File: src/rtl/morse_pkg.sv
// Shared constants for the Morse decoder: FSM encoding, element timing and the
// letter code table consumed by the pattern lookup.
package morse_pkg;

  localparam logic [1:0] ST_IDLE  = 2'd0;
  localparam logic [1:0] ST_MARK  = 2'd1;
  localparam logic [1:0] ST_SPACE = 2'd2;
  localparam logic [1:0] ST_ERROR = 2'd3;

  localparam logic [2:0] MAX_ELEMENTS = 3'd4;
  localparam logic [2:0] DOT_UNITS    = 3'd1;
  localparam logic [2:0] DASH_UNITS   = 3'd3;
  localparam logic [2:0] HIGH_SAT     = 3'd4;

  localparam int NUM_LETTERS = 8;

  typedef struct packed {
    logic [2:0] count;
    logic [3:0] pattern;
  } letter_code_t;

  // Pattern is right-aligned: the newest element sits in bit 0, dash=1, dot=0.
  function automatic letter_code_t letter_code(input logic [2:0] idx);
    letter_code_t code;
    case (idx)
      3'd0:    code = '{count: 3'd2, pattern: 4'b0001};
      3'd1:    code = '{count: 3'd4, pattern: 4'b1000};
      3'd2:    code = '{count: 3'd4, pattern: 4'b1010};
      3'd3:    code = '{count: 3'd3, pattern: 4'b0100};
      3'd4:    code = '{count: 3'd1, pattern: 4'b0000};
      3'd5:    code = '{count: 3'd4, pattern: 4'b0010};
      3'd6:    code = '{count: 3'd3, pattern: 4'b0110};
      default: code = '{count: 3'd4, pattern: 4'b0000};
    endcase
    return code;
  endfunction

endpackage

File: src/rtl/morse_decoder_if.sv
// Signal bundle between the Morse line driver and the decoder.
// Enable/morseBit are sampled only when Enable=1; letterValid and symbolError
// are unacknowledged one-cycle pulses, never both high, letterIndex qualified by letterValid.
interface morse_decoder_if;
  logic       Enable;
  logic       morseBit;
  logic [2:0] letterIndex;
  logic       letterValid;
  logic       symbolError;
  logic       busy;
  logic [1:0] dbgState;

  modport master (
    output Enable, morseBit,
    input  letterIndex, letterValid, symbolError, busy, dbgState
  );

  modport slave (
    input  Enable, morseBit,
    output letterIndex, letterValid, symbolError, busy, dbgState
  );
endinterface

File: src/rtl/morse_pattern_lookup.sv
// Combinational match of an accumulated element pattern against the letter table.
module morse_pattern_lookup
  import morse_pkg::*;
(
  input  logic [2:0] i_elem_count,
  input  logic [3:0] i_pattern,
  output logic [2:0] o_index,
  output logic       o_hit
);

  letter_code_t w_key;
  assign w_key = '{count: i_elem_count, pattern: i_pattern};

  always_comb begin
    o_index = 3'd0;
    o_hit   = 1'b0;
    for (int i = 0; i < NUM_LETTERS; i++) begin
      if (letter_code(3'(i)) == w_key) begin
        o_index = 3'(i);
        o_hit   = 1'b1;
      end
    end
  end

endmodule

File: src/rtl/morse_decoder.sv
// Morse line decoder: times marks/spaces in Enable ticks, accumulates dots and
// dashes, and resolves a letter after GAP_UNITS low units.
module morse_decoder
  import morse_pkg::*;
#(
  parameter int GAP_UNITS = 3
) (
  input  logic            Clock,
  input  logic            Reset,
  morse_decoder_if.slave  bus
);

  localparam logic [2:0] GAP = 3'(GAP_UNITS);

  logic [1:0] r_state;
  logic [2:0] r_high_cnt;
  logic [2:0] r_low_cnt;
  logic [2:0] r_elem_cnt;
  logic [3:0] r_pattern;
  logic [2:0] r_letter_index;
  logic       r_letter_valid;
  logic       r_symbol_error;

  logic [2:0] w_lookup_index;
  logic       w_lookup_hit;
  logic       w_elem_ok;
  logic       w_is_dash;
  logic       w_gap_done;

  morse_pattern_lookup u_lookup (
    .i_elem_count (r_elem_cnt),
    .i_pattern    (r_pattern),
    .o_index      (w_lookup_index),
    .o_hit        (w_lookup_hit)
  );

  assign w_is_dash  = (r_high_cnt == DASH_UNITS);
  assign w_elem_ok  = (r_high_cnt == DOT_UNITS) || w_is_dash;
  assign w_gap_done = ((r_low_cnt + 3'd1) >= GAP);

  always_ff @(posedge Clock) begin
    if (!Reset) begin
      r_state        <= ST_IDLE;
      r_high_cnt     <= 3'd0;
      r_low_cnt      <= 3'd0;
      r_elem_cnt     <= 3'd0;
      r_pattern      <= 4'd0;
      r_letter_index <= 3'd0;
      r_letter_valid <= 1'b0;
      r_symbol_error <= 1'b0;
    end else begin
      r_letter_valid <= 1'b0;
      r_symbol_error <= 1'b0;
      if (bus.Enable) begin
        case (r_state)
          ST_IDLE: begin
            if (bus.morseBit) begin
              r_state    <= ST_MARK;
              r_high_cnt <= 3'd1;
            end
          end
          ST_MARK: begin
            if (bus.morseBit) begin
              if (r_high_cnt < HIGH_SAT) r_high_cnt <= r_high_cnt + 3'd1;
            end else if (!w_elem_ok || (r_elem_cnt == MAX_ELEMENTS)) begin
              r_state        <= ST_ERROR;
              r_symbol_error <= 1'b1;
              r_low_cnt      <= 3'd0;
              r_elem_cnt     <= 3'd0;
              r_pattern      <= 4'd0;
            end else begin
              r_state    <= ST_SPACE;
              r_pattern  <= {r_pattern[2:0], w_is_dash};
              r_elem_cnt <= r_elem_cnt + 3'd1;
              r_low_cnt  <= 3'd1;
            end
          end
          ST_SPACE: begin
            if (bus.morseBit) begin
              if (r_low_cnt == 3'd1) begin
                r_state    <= ST_MARK;
                r_high_cnt <= 3'd1;
              end else begin
                r_state        <= ST_ERROR;
                r_symbol_error <= 1'b1;
                r_low_cnt      <= 3'd0;
                r_elem_cnt     <= 3'd0;
                r_pattern      <= 4'd0;
              end
            end else if (w_gap_done) begin
              // Letter boundary: publish the lookup result, then start fresh.
              if (w_lookup_hit) begin
                r_letter_valid <= 1'b1;
                r_letter_index <= w_lookup_index;
              end else begin
                r_symbol_error <= 1'b1;
              end
              r_state    <= ST_IDLE;
              r_low_cnt  <= 3'd0;
              r_elem_cnt <= 3'd0;
              r_pattern  <= 4'd0;
            end else begin
              r_low_cnt <= r_low_cnt + 3'd1;
            end
          end
          default: begin
            if (bus.morseBit) begin
              r_low_cnt <= 3'd0;
            end else if (w_gap_done) begin
              r_state   <= ST_IDLE;
              r_low_cnt <= 3'd0;
            end else begin
              r_low_cnt <= r_low_cnt + 3'd1;
            end
          end
        endcase
      end
    end
  end

  assign bus.letterIndex = r_letter_index;
  assign bus.letterValid = r_letter_valid;
  assign bus.symbolError = r_symbol_error;
  assign bus.busy        = (r_state != ST_IDLE);
  assign bus.dbgState    = r_state;

endmodule

File: src/flat_wrapper.sv
// flat-port wrapper written by rule: the top's interface ports become plain ports
module morse_decoder_flat import morse_pkg::*;
#(
  parameter int GAP_UNITS = 3
)
  (Clock, Reset, bus_Enable, bus_morseBit, bus_letterIndex, bus_letterValid, bus_symbolError, bus_busy, bus_dbgState);
  morse_decoder_if bus_i ();
  input  logic Clock;
  input  logic Reset;
  input wire logic [$bits(bus_i.Enable)-1:0] bus_Enable;
  input wire logic [$bits(bus_i.morseBit)-1:0] bus_morseBit;
  output wire logic [$bits(bus_i.letterIndex)-1:0] bus_letterIndex;
  output wire logic [$bits(bus_i.letterValid)-1:0] bus_letterValid;
  output wire logic [$bits(bus_i.symbolError)-1:0] bus_symbolError;
  output wire logic [$bits(bus_i.busy)-1:0] bus_busy;
  output wire logic [$bits(bus_i.dbgState)-1:0] bus_dbgState;
  assign bus_i.Enable = bus_Enable;
  assign bus_i.morseBit = bus_morseBit;
  assign bus_letterIndex = bus_i.letterIndex;
  assign bus_letterValid = bus_i.letterValid;
  assign bus_symbolError = bus_i.symbolError;
  assign bus_busy = bus_i.busy;
  assign bus_dbgState = bus_i.dbgState;
  morse_decoder #(.GAP_UNITS(GAP_UNITS)) u_core (.Clock(Clock), .Reset(Reset), .bus(bus_i));
endmodule
File: config.mk
export PLATFORM = sky130hd
export DESIGN_NAME = morse_decoder_flat
export DESIGN_NICKNAME = d
export VERILOG_FILES = /design/src/rtl/morse_pkg.sv /design/src/rtl/morse_decoder_if.sv /design/src/rtl/morse_pattern_lookup.sv /design/src/rtl/morse_decoder.sv /design/src/flat_wrapper.sv
export SDC_FILE = /design/constraint.sdc
export NUM_CORES = 1
export LEC_CHECK = 0
export CELL_PAD_IN_SITES_DETAIL_PLACEMENT = 1
export CELL_PAD_IN_SITES_GLOBAL_PLACEMENT = 1
export CORE_ASPECT_RATIO = 1.2
export CORE_MARGIN = 2
export CORE_UTILIZATION = 45
export DETAILED_ROUTE_END_ITERATION = 16
export GPL_ROUTABILITY_DRIVEN = 0
export PLACE_DENSITY_LB_ADDON = 0.1
export SYNTH_ARGS = -nofsm -noshare
export SYNTH_HDL_FRONTEND = slang
export SYNTH_SLANG_ARGS = --single-unit
File: constraint.sdc
create_clock -name Clock -period 4.55 [get_ports Clock]
set_input_delay 0.455 -clock Clock [delete_from_list [all_inputs] [get_ports Clock]]
set_output_delay 0.455 -clock Clock [all_outputs]
set_load 0.01 [all_outputs]
# ---- After elaboration in Yosys (flattened, before gate mapping)
# Index checks and enable logic that the tools add are counted.
dict set report totals {
  register_bits 20
  input_bits 4
  out_inout_bits 8
  elab_cells 111
}
dict set report classes {
  add_sub_neg 3
  magnitude_cmp 2
  eq_ne 23
  mux 55
  n_bitwise 6
  reduce_logical 14
}
# op n
set op_table {}
lappend op_table {{2-to-1 mux 3 bit} 20}
lappend op_table {{equality test 7 bit (first input constant)} 4}
lappend op_table {{equality test 6 x 7 -> 1 bit (first input constant)} 3}
lappend op_table {{2-to-1 mux 4 bit} 5}
lappend op_table {{2-to-1 mux 1 bit} 18}
lappend op_table {{case mux 3 bit (3 select lines)} 2}
lappend op_table {{2-to-1 mux 2 bit} 6}
lappend op_table {{AND reduction 5 bit} 2}
lappend op_table {{adder 3 x 1 -> 3 bit (second input constant)} 3}
lappend op_table {{inequality test 2 bit (second input constant)} 4}
lappend op_table {{case mux 4 bit (2 select lines)} 1}
lappend op_table {{AND reduction 4 bit} 2}
lappend op_table {{equality test 5 x 7 -> 1 bit (first input constant)} 1}
lappend op_table {{AND reduction 7 bit} 1}
lappend op_table {{equality test 3 x 1 -> 1 bit (second input constant)} 2}
lappend op_table {{inverter 1 bit} 6}
lappend op_table {{case mux 2 bit (3 select lines)} 1}
lappend op_table {{case mux 3 bit (2 select lines)} 1}
lappend op_table {{OR reduction 5 bit} 1}
lappend op_table {{inequality test 2 x 1 -> 1 bit (second input constant)} 2}
lappend op_table {{nonzero test 2 bit} 2}
lappend op_table {{equality test 3 x 2 -> 1 bit (second input constant)} 1}
lappend op_table {{equality test 3 bit (second input constant)} 1}
lappend op_table {{greater-or-equal comparator 3 x 2 -> 1 bit (second input constant)} 1}
lappend op_table {{other kinds (12)} 13}

# ---- Logic depth before layout (Yosys ltp)
dict set report logic_depth {
  word_depth 13
  mapped_depth 9
  ltp_nobuf 7
}

# ---- Hierarchy
# Synthesis repeated with hierarchy kept, for this count alone.
dict set report unflattened {
  cells_unflattened 172
  area_unflattened_um2 1446.4
}
# module instances cells_each area_each_um2 seq_area_each_um2
set by_module_without_submodules {}
lappend by_module_without_submodules {morse_decoder 1 151 1288.7 400.4}
lappend by_module_without_submodules {morse_pattern_lookup 1 21 157.7 0.0}

# ---- Least setup slack after synthesis
# No wires, ideal clock.
dict set report synth_timing {
  path_kind {reg-to-reg}
  from {reg u_core.r_state[1] (netlist: u_core.bus.dbgState[1])}
  to {reg u_core.r_elem_cnt[1]}
  setup_time_ns 0.087
  t_arrival_ns 1.796
  t_required_ns 4.463
  path_slack_ns 2.667
  path_stages_with_launch 10
  synth_period_minus_slack_ns 1.883
  path_cell_list {dfxtp_1 > inv_1 > ha_1 > clkbuf_1 > inv_1 > o221ai_1 > a211oi_2 > clkbuf_1 > nand3_1 > o31ai_1}
}
dict set report synth_between {
  elab_chain_cells 3
}
# item line_no
set synth_rtl {}
lappend synth_rtl {{start: declaration} morse_decoder.sv:15} ;# logic [1:0] r_state;
lappend synth_rtl {{start signal: assignment} morse_decoder.sv:43} ;# r_state <= ST_IDLE;
lappend synth_rtl {{start signal: assignment} morse_decoder.sv:58} ;# r_state <= ST_MARK;
lappend synth_rtl {{start signal: assignment} morse_decoder.sv:66} ;# r_state <= ST_ERROR;
lappend synth_rtl {{equality test 2 bit / equality test 2 x 1 -> 1 bit (equally long branches)} morse_decoder.sv:55} ;# case (r_state)
lappend synth_rtl {{inequality test 3 x 2 -> 1 bit (no source line) (tied with other cells)} n/a}
lappend synth_rtl {{AND reduction 5 bit (no source line)} n/a}
lappend synth_rtl {{end signal: assignment} morse_decoder.sv:74} ;# r_elem_cnt <= r_elem_cnt + 3'd1;
lappend synth_rtl {{end: declaration} morse_decoder.sv:18} ;# logic [2:0] r_elem_cnt;
# Several ways; a longest one is shown, not always the timed one.
# A chain may end at the register's enable or synchronous reset.

# ---- Worst setup path after layout
dict set report layout_timing {
  from {reg u_core.r_state[0] (netlist: u_core.bus.dbgState[0])}
  to {out bus_busy}
}
dict set report layout_between {
  elab_chain_cells 1
}
# item line_no
set layout_rtl {}
lappend layout_rtl {{nonzero test 2 bit} morse_decoder.sv:124} ;# assign bus.busy = (r_state != ST_IDLE);
lappend layout_rtl {{end: declaration} flat_wrapper.sv:15} ;# output wire logic [$bits(bus_i.busy)-1:0] bus_busy;
# No other way between the ends.

==> results.py <==
metrics = {
    "finish": {
        "utilization": 0.5202,
        "antenna_cells": 0,
        "stdcell_area_mm2": 0.001435,
        "instances_no_fill": 201,
        "layout-drive-gt1-share": 0.04192,
        "nNetsFinal": 187,
        "area_growth_pct": 10.61,
    },
    "synthesis": {
        "syn_inst": 161,
        "synth-edff-count": 0,
        "synth-async-reset-ratio": 0,
        "syn_nets": 180,
        "synth_compound_area_frac": 0.1977,
        "synth-adder-area-share": 0.1446,
        "synthSimpleGateAreaFrac": 0.2237,
        "avgSynthCellArea_um2": 8.059,
        "synthXorXnorAreaFrac": 0.01350,
        "synth_top_family_by_area": "simple AND/OR/NAND/NOR gates",
        "synth-main-ff-cell": "dfxtp_1",
        "synth_mux_area_frac": 0.02314,
        "syn-cell-area_mm2": 0.001297,
        "yosysUniqueCellTypes": 38,
        "ys_seq_area_frac": 0.3086,
        "yosys_warnings": 0,
        "ys_ff_latch": 20,
    },
    "power_and_ir_drop": {
        "total_power_mw": 0.3479,
        "leakage_nw": 0.5392,
        "p_per_area_mw_per_mm2": 242.4,
        "vdd.ir_drop.worst_mv": 0.1229,
    },
    "global_routing": {
        "overflow": 0,
        "grt_max_degree": 15,
        "antenna_found_initial": 0,
        "grt_usage": 0.2257,
        "grt_pass1_wl_mm": 5.699,
        "grt_pass1_vias": 1237,
    },
    "routing": {
        "firstDrtPassIters": 6,
        "drt-total-wl_mm": 3.301,
        "ant_nets": 0,
        "wl_per_cell_um": 16.42,
        "drc": 0,
        "drt_iter0_drc": 40,
        "routed_via_density": 5.831,
        "vias": 1172,
    },
    "critical_path": {
        "criticalPathCategory": "reg -> out",
        "end_kind": "primary output",
        "worst-endpoint-arrival_ns": 1.77,
        "critPathLaunchType": "register",
        "critical_path_required_ns": 4.09,
        "worstPathMaxFanout": 6,
    },
    "placed_design": {
        "pre_cts_ws_ns": 2.048,
        "dp_hpwl_mm": 2.594,
        "numPlacedInstances": 197,
        "portBuffers": 11,
        "dpl_cell_area_mm2": 0.001399,
    },
    "clocking": {
        "cts_buffers": 3,
        "clk_latency_ns": 0.31,
        "cts_setup_buffers": 0,
        "cts_sinks": 20,
        "cts_tree": "built",
        "cts.repair.resized": 0,
        "cts_buffer_depth": 2,
        "path_clk_slew_ns": 0.12,
        "htree_num_levels": 1,
        "clockRootBuffer": "clkbuf_4",
        "hold_buffers": 0,
    },
    "floorplanning": {
        "fp-row-count": 21,
        "die_h_um": 62.82,
        "start_util": 0.4703,
        "ioPinCount": 12,
        "fp.dieW_um": 53.02,
        "coreArea_mm2": 0.002759,
        "die_area_mm2": 0.003331,
    },
    "sta": {
        "min_period_over_period": 0.4884,
        "fin_tns_setup_ns": 0,
        "timing.fmax_ghz": 0.4500,
        "grt_setup_unrepaired": "false",
        "setup_viol": 0,
        "finalCriticalPeriod_ns": 2.222,
        "hold_viol_final": 0,
        "slew_headroom": 0.4838,
        "setup_slack_ns": 2.328,
        "skew_ns": 0.002274,
        "maxSlewViolCount": 0,
        "fin_hold_ws_ns": 0.4806,
        "tightest_slew_ns": 0.7729,
    },
    "run_status": {
        "outcome": "complete, no violations",
    },
    "flow_run": {
        "drv_cap": 0,
    },
    "hold_path": {
        "hp-class": "reg -> reg",
    },
}
-- worst max-delay path: stages (launching register included) --
cell and delay (ns):
dfxtp_1 0.44, inv_1 0.09, ha_1 0.26, inv_1 0.12, clkdlybuf4s50_1 0.54
-- worst paths after layout --
check / startpoint / end / slack, ns / cells after the start
setup / recovery: u_core.bus.dbgState[0] / bus_busy / 2.33 / 4
hold / removal: u_core.bus.letterIndex[0] / u_core.bus.letterIndex[0] / 0.48 / 2
setup reg to reg: u_core.bus.dbgState[1] / u_core.r_pattern[1] / 2.39 / 7
hold reg to reg: u_core.bus.letterIndex[0] / u_core.bus.letterIndex[0] / 0.48 / 2
-- report_power, final --
part	total, mW	switching [mW]	internal [mW]
logic	0.0580	0.0360	0.0220
clock network	0.107	0.0581	0.0489
registers	0.183	0.00440	0.178
-- sequential cells by signal, indices dropped and copies added, names as in the netlist --
register and flops:
u_core.r_low_cnt 3, u_core.r_elem_cnt 3, u_core.bus.letterValid 1, u_core.bus.symbolError 1
u_core.r_pattern 4, u_core.r_high_cnt 3, u_core.bus.dbgState 2, u_core.bus.letterIndex 3
-- cells in the final DEF (no fill, tap or decap), types with 2 or more instances in the layout --
cell type	count
inv_1	17
nand2_1	13
nor3_1	4
nor2_1	13
o2111ai_1	2
dfxtp_1	20
and3b_1	2
clkbuf_4	3
ha_1	15
a21oi_1	8
or3_1	4
mux2i_1	3
a31oi_1	2
o21ai_0	11
nand3b_1	2
nand3_1	10
nor2b_1	3
o31ai_1	4
clkdlybuf4s50_1	11
o22ai_1	2
-- cells in the mapped netlist (3+ instances only) --
cell      instances  area (um^2)
or3_1             4        25.02
nor2b_1           3        18.77
clkbuf_1          5        18.77
inv_1            17        63.81
nand2_1          13        48.80
a21oi_1           8        40.04
mux2i_1           3        30.03
ha_1             15        187.7
o21ai_0          11        55.05
nand3_1          10        50.05
nor2_1           13        48.80
nor3_1            4        20.02
dfxtp_1          20        400.4
o31ai_1           4        30.03
-- kinds of logic (layout without fill, tap and decap cells) --
logic type	Yosys count	in the layout
xor+xnor	2	2
flops	20	20
mux	3	3
simple gates	57	57
compound gates	38	38
buf+inv	26	32
fa+ha+maj	15	15
-- per-layer routing --
layer / vias up / GRT usage / share of wire
met5: - / 0 / 0
met4: 0 / 0.08974 / 0.020
met3: 7 / 0.02392 / 0.026
met2: 24 / 0.3984 / 0.52
met1: 562 / 0.2679 / 0.43
li1: 579 / - / -
-- layout make-up --
type | instances | area, um^2
Tap cell | 34 | 42.54
Clock buffer | 4 | 36.28
Multi-Input combinational cell | 115 | 782.0
Fill cell | 342 | 1324
Inverter | 17 | 63.81
Sequential cell | 20 | 400.4
Timing Repair Buffer | 11 | 110.1
Note: power is estimated with default switching activity, not from simulation.
